==> src/rtl/soc_system_control_sequencer.sv <==
// ----------------------------------------------------------------------------
// soc_system_control_sequencer
//
// Purpose:
//   Drives the FPGA-side port (s2) of the 4x8 dual-port control RAM as a
//   simple master. It polls the CMD byte that the HPS writes and launches the
//   AES core once per block. It then writes the result count and STATUS back,
//   and clears CMD so the HPS can see that the job has finished.
//
//   RAM map: 0 CMD (bit0 start, bit1 mode), 1 STATUS (bit0 busy, bit1 done,
//            bit2 error), 2 block count N, 3 result count.
//
// Ports:
//   clk, reset_n        single clock, asynchronous active-low reset
//   enable              0 holds the sequencer in IDLE and stops polling
//   ctrl_address..      RAM port-2 master signals (address, chipselect, write,
//   ctrl_clken          writedata, clken). The read data is valid one cycle
//   ctrl_readdata       after the address is presented.
//   core_start          one-cycle launch pulse per block
//   core_mode           0 = encrypt, 1 = decrypt (latched from CMD[1])
//   core_done           one-cycle completion pulse from the AES core
//   busy                high while a job is in progress
//   blocks_done         blocks completed in the current or the last job
//
// Core handshake: core_start is a single-cycle request pulse and has no ready.
//   The core answers each pulse with exactly one core_done pulse. A core_done
//   pulse counts only while the sequencer waits in WAIT_CORE. Every other
//   core_done pulse is ignored, including one in the launch cycle.
//
// Configuration:
//   SOC_CTRL_SEQ_WATCHDOG_EN  When defined, adds a 16-bit core_done watchdog.
//                             After TIMEOUT_CYCLES cycles in WAIT_CORE the job
//                             is aborted and STATUS reports an error (0x04).
// ----------------------------------------------------------------------------
module soc_system_control_sequencer #(
    parameter int unsigned POLL_INTERVAL  = 16,
    parameter int unsigned TIMEOUT_CYCLES = 1024
) (
    input  logic       clk,
    input  logic       reset_n,
    input  logic       enable,
    output logic [1:0] ctrl_address,
    output logic       ctrl_chipselect,
    output logic       ctrl_write,
    output logic [7:0] ctrl_writedata,
    output logic       ctrl_clken,
    input  logic [7:0] ctrl_readdata,
    output logic       core_start,
    output logic       core_mode,
    input  logic       core_done,
    output logic       busy,
    output logic [7:0] blocks_done
);

    localparam int unsigned PW = (POLL_INTERVAL > 1) ? $clog2(POLL_INTERVAL) : 1;
    localparam logic [PW-1:0] POLL_RELOAD = PW'(POLL_INTERVAL - 1);
    localparam logic [15:0]   WD_LIMIT    = 16'(TIMEOUT_CYCLES - 1);

    localparam logic [1:0] ADDR_CMD    = 2'd0;
    localparam logic [1:0] ADDR_STATUS = 2'd1;
    localparam logic [1:0] ADDR_COUNT  = 2'd2;
    localparam logic [1:0] ADDR_RESULT = 2'd3;

    localparam logic [3:0] S_IDLE      = 4'd0;
    localparam logic [3:0] S_RD_CMD    = 4'd1;
    localparam logic [3:0] S_CHK_CMD   = 4'd2;
    localparam logic [3:0] S_RD_CNT    = 4'd3;
    localparam logic [3:0] S_CHK_CNT   = 4'd4;
    localparam logic [3:0] S_WR_BUSY   = 4'd5;
    localparam logic [3:0] S_LAUNCH    = 4'd6;
    localparam logic [3:0] S_WAIT_CORE = 4'd7;
    localparam logic [3:0] S_WR_RES    = 4'd8;
    localparam logic [3:0] S_WR_STAT   = 4'd9;
    localparam logic [3:0] S_CLR_CMD   = 4'd10;

    logic [3:0]    state_q, state_d;
    logic [PW-1:0] poll_cnt_q, poll_cnt_d;
    logic          mode_q, mode_d;
    logic          busy_q, busy_d;
    logic [7:0]    blocks_q, blocks_d;
    logic [7:0]    n_q, n_d;

    logic wd_expired;  // watchdog fires this cycle (WAIT_CORE, no core_done)
    logic err_flag;    // current job was aborted by the watchdog

`ifdef SOC_CTRL_SEQ_WATCHDOG_EN
    logic [15:0] wd_cnt_q, wd_cnt_d;
    logic        err_q, err_d;

    assign wd_expired = (state_q == S_WAIT_CORE) && !core_done && (wd_cnt_q == WD_LIMIT);
    assign err_flag   = err_q;

    always_comb begin
        wd_cnt_d = wd_cnt_q;
        err_d    = err_q;
        if (state_q == S_CHK_CMD && ctrl_readdata[0]) begin
            err_d = 1'b0;
        end
        // LAUNCH always precedes WAIT_CORE, so clearing here restarts the
        // count on every entry to WAIT_CORE.
        if (state_q == S_LAUNCH) begin
            wd_cnt_d = '0;
        end else if (state_q == S_WAIT_CORE && !core_done && !wd_expired) begin
            wd_cnt_d = wd_cnt_q + 16'd1;
        end
        if (wd_expired) begin
            err_d = 1'b1;
        end
    end

    always_ff @(posedge clk or negedge reset_n) begin
        if (!reset_n) begin
            wd_cnt_q <= '0;
            err_q    <= 1'b0;
        end else begin
            wd_cnt_q <= wd_cnt_d;
            err_q    <= err_d;
        end
    end
`else
    // Without the watchdog, WAIT_CORE waits for core_done indefinitely.
    logic unused_timeout;
    assign wd_expired     = 1'b0;
    assign err_flag       = 1'b0;
    assign unused_timeout = ^WD_LIMIT;
`endif

    always_comb begin
        state_d         = state_q;
        poll_cnt_d      = poll_cnt_q;
        mode_d          = mode_q;
        busy_d          = busy_q;
        blocks_d        = blocks_q;
        n_d             = n_q;
        ctrl_address    = 2'd0;
        ctrl_chipselect = 1'b0;
        ctrl_write      = 1'b0;
        ctrl_writedata  = 8'h00;

        case (state_q)
            S_IDLE: begin
                if (enable) begin
                    if (poll_cnt_q == '0) begin
                        state_d = S_RD_CMD;
                    end else begin
                        poll_cnt_d = poll_cnt_q - PW'(1);
                    end
                end
            end
            S_RD_CMD: begin
                ctrl_address    = ADDR_CMD;
                ctrl_chipselect = 1'b1;
                state_d         = S_CHK_CMD;
            end
            S_CHK_CMD: begin
                if (ctrl_readdata[0]) begin
                    mode_d   = ctrl_readdata[1];
                    busy_d   = 1'b1;
                    blocks_d = 8'd0;
                    state_d  = S_RD_CNT;
                end else begin
                    poll_cnt_d = POLL_RELOAD;
                    state_d    = S_IDLE;
                end
            end
            S_RD_CNT: begin
                ctrl_address    = ADDR_COUNT;
                ctrl_chipselect = 1'b1;
                state_d         = S_CHK_CNT;
            end
            S_CHK_CNT: begin
                n_d     = ctrl_readdata;
                state_d = S_WR_BUSY;
            end
            S_WR_BUSY: begin
                ctrl_address    = ADDR_STATUS;
                ctrl_chipselect = 1'b1;
                ctrl_write      = 1'b1;
                ctrl_writedata  = 8'h01;
                // An empty job skips the core and reports done with a zero count.
                state_d         = (n_q == 8'd0) ? S_WR_RES : S_LAUNCH;
            end
            S_LAUNCH: begin
                state_d = S_WAIT_CORE;
            end
            S_WAIT_CORE: begin
                if (core_done) begin
                    blocks_d = blocks_q + 8'd1;
                    state_d  = (blocks_q + 8'd1 == n_q) ? S_WR_RES : S_LAUNCH;
                end else if (wd_expired) begin
                    state_d = S_WR_RES;
                end
            end
            S_WR_RES: begin
                ctrl_address    = ADDR_RESULT;
                ctrl_chipselect = 1'b1;
                ctrl_write      = 1'b1;
                ctrl_writedata  = blocks_q;
                state_d         = S_WR_STAT;
            end
            S_WR_STAT: begin
                ctrl_address    = ADDR_STATUS;
                ctrl_chipselect = 1'b1;
                ctrl_write      = 1'b1;
                ctrl_writedata  = err_flag ? 8'h04 : 8'h02;
                state_d         = S_CLR_CMD;
            end
            S_CLR_CMD: begin
                ctrl_address    = ADDR_CMD;
                ctrl_chipselect = 1'b1;
                ctrl_write      = 1'b1;
                ctrl_writedata  = 8'h00;
                busy_d          = 1'b0;
                poll_cnt_d      = POLL_RELOAD;
                state_d         = S_IDLE;
            end
            default: begin
                state_d = S_IDLE;
            end
        endcase
    end

    always_ff @(posedge clk or negedge reset_n) begin
        if (!reset_n) begin
            state_q    <= S_IDLE;
            poll_cnt_q <= POLL_RELOAD;
            mode_q     <= 1'b0;
            busy_q     <= 1'b0;
            blocks_q   <= 8'd0;
            n_q        <= 8'd0;
        end else begin
            state_q    <= state_d;
            poll_cnt_q <= poll_cnt_d;
            mode_q     <= mode_d;
            busy_q     <= busy_d;
            blocks_q   <= blocks_d;
            n_q        <= n_d;
        end
    end

    // core_start and the bus signals decode directly from state_q. Because
    // state_q resets asynchronously, they drop in the same cycle as reset_n.
    assign core_start  = (state_q == S_LAUNCH);
    assign core_mode   = mode_q;
    assign busy        = busy_q;
    assign blocks_done = blocks_q;
    assign ctrl_clken  = 1'b1;

endmodule

==> config.mk <==
export PLATFORM = sky130hd
export DESIGN_NAME = soc_system_control_sequencer
export DESIGN_NICKNAME = d
export VERILOG_FILES = /design/src/rtl/soc_system_control_sequencer.sv
export SDC_FILE = /design/constraint.sdc
export NUM_CORES = 1
export LEC_CHECK = 0
export ABC_CLOCK_PERIOD_IN_PS = 4500
export BUFFER_PORTS_ARGS = -buffer_cell sky130_fd_sc_hd__buf_2
export CAP_MARGIN = 25
export CORE_ASPECT_RATIO = 0.75
export CORE_MARGIN = 2
export CORE_UTILIZATION = 59
export CTS_CLUSTER_DIAMETER = 200
export DETAILED_ROUTE_END_ITERATION = 6
export PLACE_DENSITY = 0.84
export SETUP_SLACK_MARGIN = 0.2
export SYNTH_ARGS = -nofsm -noshare
export SYNTH_HDL_FRONTEND = slang
export SYNTH_SLANG_ARGS = --single-unit
==> constraint.sdc <==
create_clock -name clk -period 4.5 [get_ports clk]
set_clock_uncertainty 0.05 [all_clocks]
set_input_delay 0.9 -clock clk [delete_from_list [all_inputs] [get_ports clk]]
set_output_delay 0.9 -clock clk [all_outputs]
set_load 0.02 [all_outputs]
==> impl_summary.log <==
[metrics] number of distinct library cells after synthesis: 60
[metrics] total global-route track usage: 0.248
[metrics] slowest stage delay, CP: 640 ps
[metrics] worst reg2reg path depth: 6
[metrics] Net Sw Frac: 0.433
[metrics] Area growth syn-to-layout: 12.4%
[metrics] clock tree from TritonCTS: yes
[metrics] switching power total: between 0.0005 and 0.0006 W
[metrics] combinational family with the most area after synthesis: simple AND/OR/NAND/NOR gates
[metrics] I/O pin cnt: 36
[metrics] Max-slew headroom: 0.544
[metrics] multi-input combinational cell area: roughly 1000 um2
[metrics] peak supply drop: between 0.3 and 0.4 mV
[metrics] post-synthesis share of cell area spent on full adders, half adders and majority gates: 0.0198
[metrics] last weighted congestion value of the routability-driven placer: 0.850
[metrics] leading cell type in the layout, fill and taps excluded: sky130_fd_sc_hd__buf_2
[metrics] number of enable flip-flop cells after synthesis: 0
[metrics] capture endpoint of the worst hold path: core_mode$_DFFE_PN0P_
[metrics] Horiz. Die Dim: between 60 and 70 um
[metrics] Post-Place Worst Slack: ~1900 ps
[metrics] Period Utilization, post-route: 0.650
[metrics] pin count of the biggest net entering global routing: 27
[metrics] slack of the critical path: between 1500 and 2000 ps
[metrics] most used flip-flop cell after synthesis: sky130_fd_sc_hd__dfrtp_1
[metrics] total negative setup slack: 0 ps
[metrics] RSZ-0062 raised after global routing: false
[metrics] P_leak: between 0.8 and 0.9 nW
[metrics] fraction of power consumed by sequential logic: 0.391
[metrics] total nets after synthesis: 215
[metrics] origin of the worst min-delay path: core_mode$_DFFE_PN0P_
[metrics] Clock Tree Buf Depth: 2
[metrics] cell area after technology mapping: about 1800 um2
[metrics] share of synthesized area spent on multiplexers: 0.0621
[metrics] Worst Hold Class: flop to flop
[metrics] share of total power in the clock network: 0.157
[metrics] total wirelength of the detailed-routed design: about 3.8 mm
[metrics] design area: 1990 um2
[metrics] Worst setup startpoint: state_q[3]$_DFFE_PN0P_
[metrics] Max Clk Rate: around 0.34 GHz
[metrics] ordered cell list for the critical path: nand2b_1, or3b_2, a21oi_1, buf_2
[metrics] share of cells above drive strength 1: 0.261
[metrics] Int Pwr: 0.000711 W
[metrics] starting density of the core: 0.613
[metrics] average vias per placed instance: 5.85
[metrics] Starting DRT DRC Count: between 100 and 150
[metrics] status: finished clean
[metrics] quantity of I/O buffers inserted on ports: 34
[metrics] worst slew pin tran: 685 ps
[metrics] r2r endpoint: blocks_done[3]$_DFFE_PN0P_
[metrics] hold-fix buffers at CTS: 0
[metrics] complex-gate fraction of the synthesized area: 0.192
[metrics] DRC violation count after routing: 0
[metrics] std cell rows: 17
[metrics] FF+latch area: ~660 um2
[metrics] xor/xnor cell area share of the yosys netlist: 0.0494
[metrics] clock sink total: 26
[metrics] Worst Hold Margin: approximately 470 ps
[metrics] root buf cell: sky130_fd_sc_hd__clkbuf_8
[metrics] Die Outline Area: ~3500 um2
[metrics] Overall Power: between 0.001 and 0.0015 W
[metrics] cell at the slowest stage of the critical path: sky130_fd_sc_hd__dfrtp_1
[metrics] remaining global-route overflow: 0
[metrics] number of endpoints with negative hold slack in the final report: 0
[metrics] Post-Synth Simple-Gate Area: 0.248
[metrics] average instance area after synthesis: around 8.8 um2
[metrics] placed wire-length estimate: ~2.8 mm
[metrics] Antenna Nets Post-Route: 0
[metrics] proportion of power drawn by combinational gates: 0.452
[metrics] power density normalized to cell area: approximately 630 nW/um2
[metrics] average detailed-routed wire length per instance: approximately 14 um
[metrics] Startpoint Class: flop
[metrics] post-synthesis sequential area ratio: 0.370
[metrics] number of antenna repair diodes: 0
[metrics] Yosys Warn Count: 0
[metrics] chip height: 51.5 um
[metrics] number of antenna violations at the first check in global routing: 0
[metrics] CTS clock-pin slew for the worst setup and hold paths: about 100 ps
[metrics] CTS buffer count: 3
[metrics] area of the placeable core: roughly 2900 um2
[metrics] Worst Hold Depth: 1
[metrics] number of post-CTS setup repair buffers: 0
[metrics] CP Capture Type: output pin
[metrics] kind of critical path: flop to output pin
[metrics] arrival time at the worst endpoint: ~2000 ps
[metrics] post-cts resize count: 0
[metrics] final slew viol count: 0
[metrics] number of nets in the finished design: roughly 240
[metrics] highest net fanout along the worst path: 18
[metrics] count of filler cells inserted in the layout: between 200 and 250
[metrics] number of global-route vias before repair: between 1k and 1.5k
[metrics] first-pass GRT wire length: ~6.3 mm
[metrics] synthesis-stage register bit count: 26
[metrics] clock insertion delay at the later pin of the skew report: 280 ps
[metrics] Synth Instances: approximately 200
[metrics] register-to-register setup slack: 2090 ps
[metrics] max-cap violations: 0
[metrics] data required time at the worst endpoint: 3550 ps
[metrics] first-pass iteration count of the detailed router: 4
[metrics] R2R Path Start: state_q[0]$_DFFE_PN0P_
[metrics] Async SR Flop Fraction: 1.00
[metrics] final period demand of the worst path: 2930 ps
[metrics] number of H-tree levels: 1
[metrics] commonest non-fill, non-tap cells in the layout: sky130_fd_sc_hd__buf_2 (34), sky130_fd_sc_hd__dfrtp_1 (22), sky130_fd_sc_hd__nand2_1 (20)
[metrics] placement-stage cell area: just under 2000 um2
[metrics] number of failing setup endpoints in the final timing report: 0
[metrics] vias: between 1.5k and 2k
per-stage QoR:
step	utilization	std cells
6_report	0.689	264
5_1_grt	0.689	264
4_1_cts	0.689	264
3_5_place_dp	0.664	260
3_3_place_gp	0.664	260
2_1_floorplan	-	201
logic make-up (layout without fill, tap and decap cells):
family / after synthesis / in the layout
xor gates and xnor gates: 10 / 10
DFF: 26 / 26
buffers and inverters: 21 / 46
and+or+nand+nor: 79 / 79
AOI/OAI and AO/OA: 51 / 51
muxes: 10 / 10
adders and majority gates: 3 / 3
other: 1 / 1
layout make-up:
class,instances,area share
Clock inverter,1,0.0151
Multi-Input combinational cell,154,0.511
Inverter,8,0.0151
Tap cell,38,0.0239
Sequential cell,26,0.329
Timing Repair Buffer,34,0.0854
Clock buffer,3,0.0207
power by group through the flow:
| stage | registers [W] | clock network (W) | logic, W |
|---|---|---|---|
| finish | 0.000491 | 0.000196 | 0.000566 |
| global route | 0.000510 | 0.000207 | 0.000630 |
| CTS | 0.000485 | 0.000199 | 0.000569 |
| detailed placement | 0.000487 | 0 | 0.000565 |
| global placement | 0.000482 | 0 | 0.000551 |
| floorplan | 0.000428 | 0 | 0.000493 |
sequential cells by signal, summed over array words and instances, names as in the netlist:
register     count
blocks_done      8
busy             1
core_mode        1
n_q              8
poll_cnt_q       4
state_q          4
worst max path at each step:
| stage | slack (ps) | depth (start not counted) | endpoint |
|---|---|---|---|
| 2_1_floorplan | 1840 | 5 | ctrl_write |
| 3_3_place_gp | 1940 | 4 | ctrl_writedata[0] |
| 3_5_place_dp | 1900 | 4 | ctrl_writedata[0] |
| 4_1_cts | 1600 | 4 | ctrl_writedata[0] |
| 5_1_grt | 1430 | 4 | ctrl_writedata[2] |
| 6_report | 1570 | 4 | ctrl_writedata[0] |
Yosys cell counts (2+ instances only):
library cell / number / share of area
sky130_fd_sc_hd__and3_4: 2 / 0.013
sky130_fd_sc_hd__and3_1: 3 / 0.011
sky130_fd_sc_hd__nand2_1: 20 / 0.042
sky130_fd_sc_hd__ha_1: 2 / 0.014
sky130_fd_sc_hd__dfrtp_1: 22 / 0.31
sky130_fd_sc_hd__o21ai_0: 15 / 0.042
sky130_fd_sc_hd__a21oi_1: 10 / 0.028
sky130_fd_sc_hd__xor2_1: 5 / 0.025
sky130_fd_sc_hd__inv_1: 7 / 0.015
sky130_fd_sc_hd__a21o_1: 3 / 0.013
sky130_fd_sc_hd__nor4_1: 2 / 0.0071
sky130_fd_sc_hd__buf_1: 2 / 0.0042
sky130_fd_sc_hd__buf_4: 3 / 0.013
sky130_fd_sc_hd__clkbuf_1: 5 / 0.011
sky130_fd_sc_hd__nor3_1: 6 / 0.017
sky130_fd_sc_hd__o22ai_1: 2 / 0.0071
sky130_fd_sc_hd__nand3_1: 7 / 0.020
sky130_fd_sc_hd__buf_2: 2 / 0.0056
sky130_fd_sc_hd__dfstp_2: 4 / 0.059
sky130_fd_sc_hd__xnor2_1: 5 / 0.025
sky130_fd_sc_hd__nor2_1: 13 / 0.028
sky130_fd_sc_hd__o21ai_1: 3 / 0.0085
sky130_fd_sc_hd__mux2_2: 7 / 0.044
sky130_fd_sc_hd__o31ai_1: 4 / 0.017
sky130_fd_sc_hd__a31oi_1: 2 / 0.0071
sky130_fd_sc_hd__or4_1: 2 / 0.0085
sky130_fd_sc_hd__and2_1: 5 / 0.018
sky130_fd_sc_hd__nand2b_1: 5 / 0.018
sky130_fd_sc_hd__mux2i_1: 2 / 0.011
critical path, delay by kind of cell, from the launching register on:
family,cells,cell delay (ps)
simple gates,2,730
flops,1,640
buf+inv,1,180
compound gates,1,140
routing by layer:
metal  routed length, um  GRT usage
met2                1620      0.366
met4                  32     0.0748
met1                1960      0.359
met3                 204     0.0595
met5                   0          0
(Power assumes the default switching activity.)
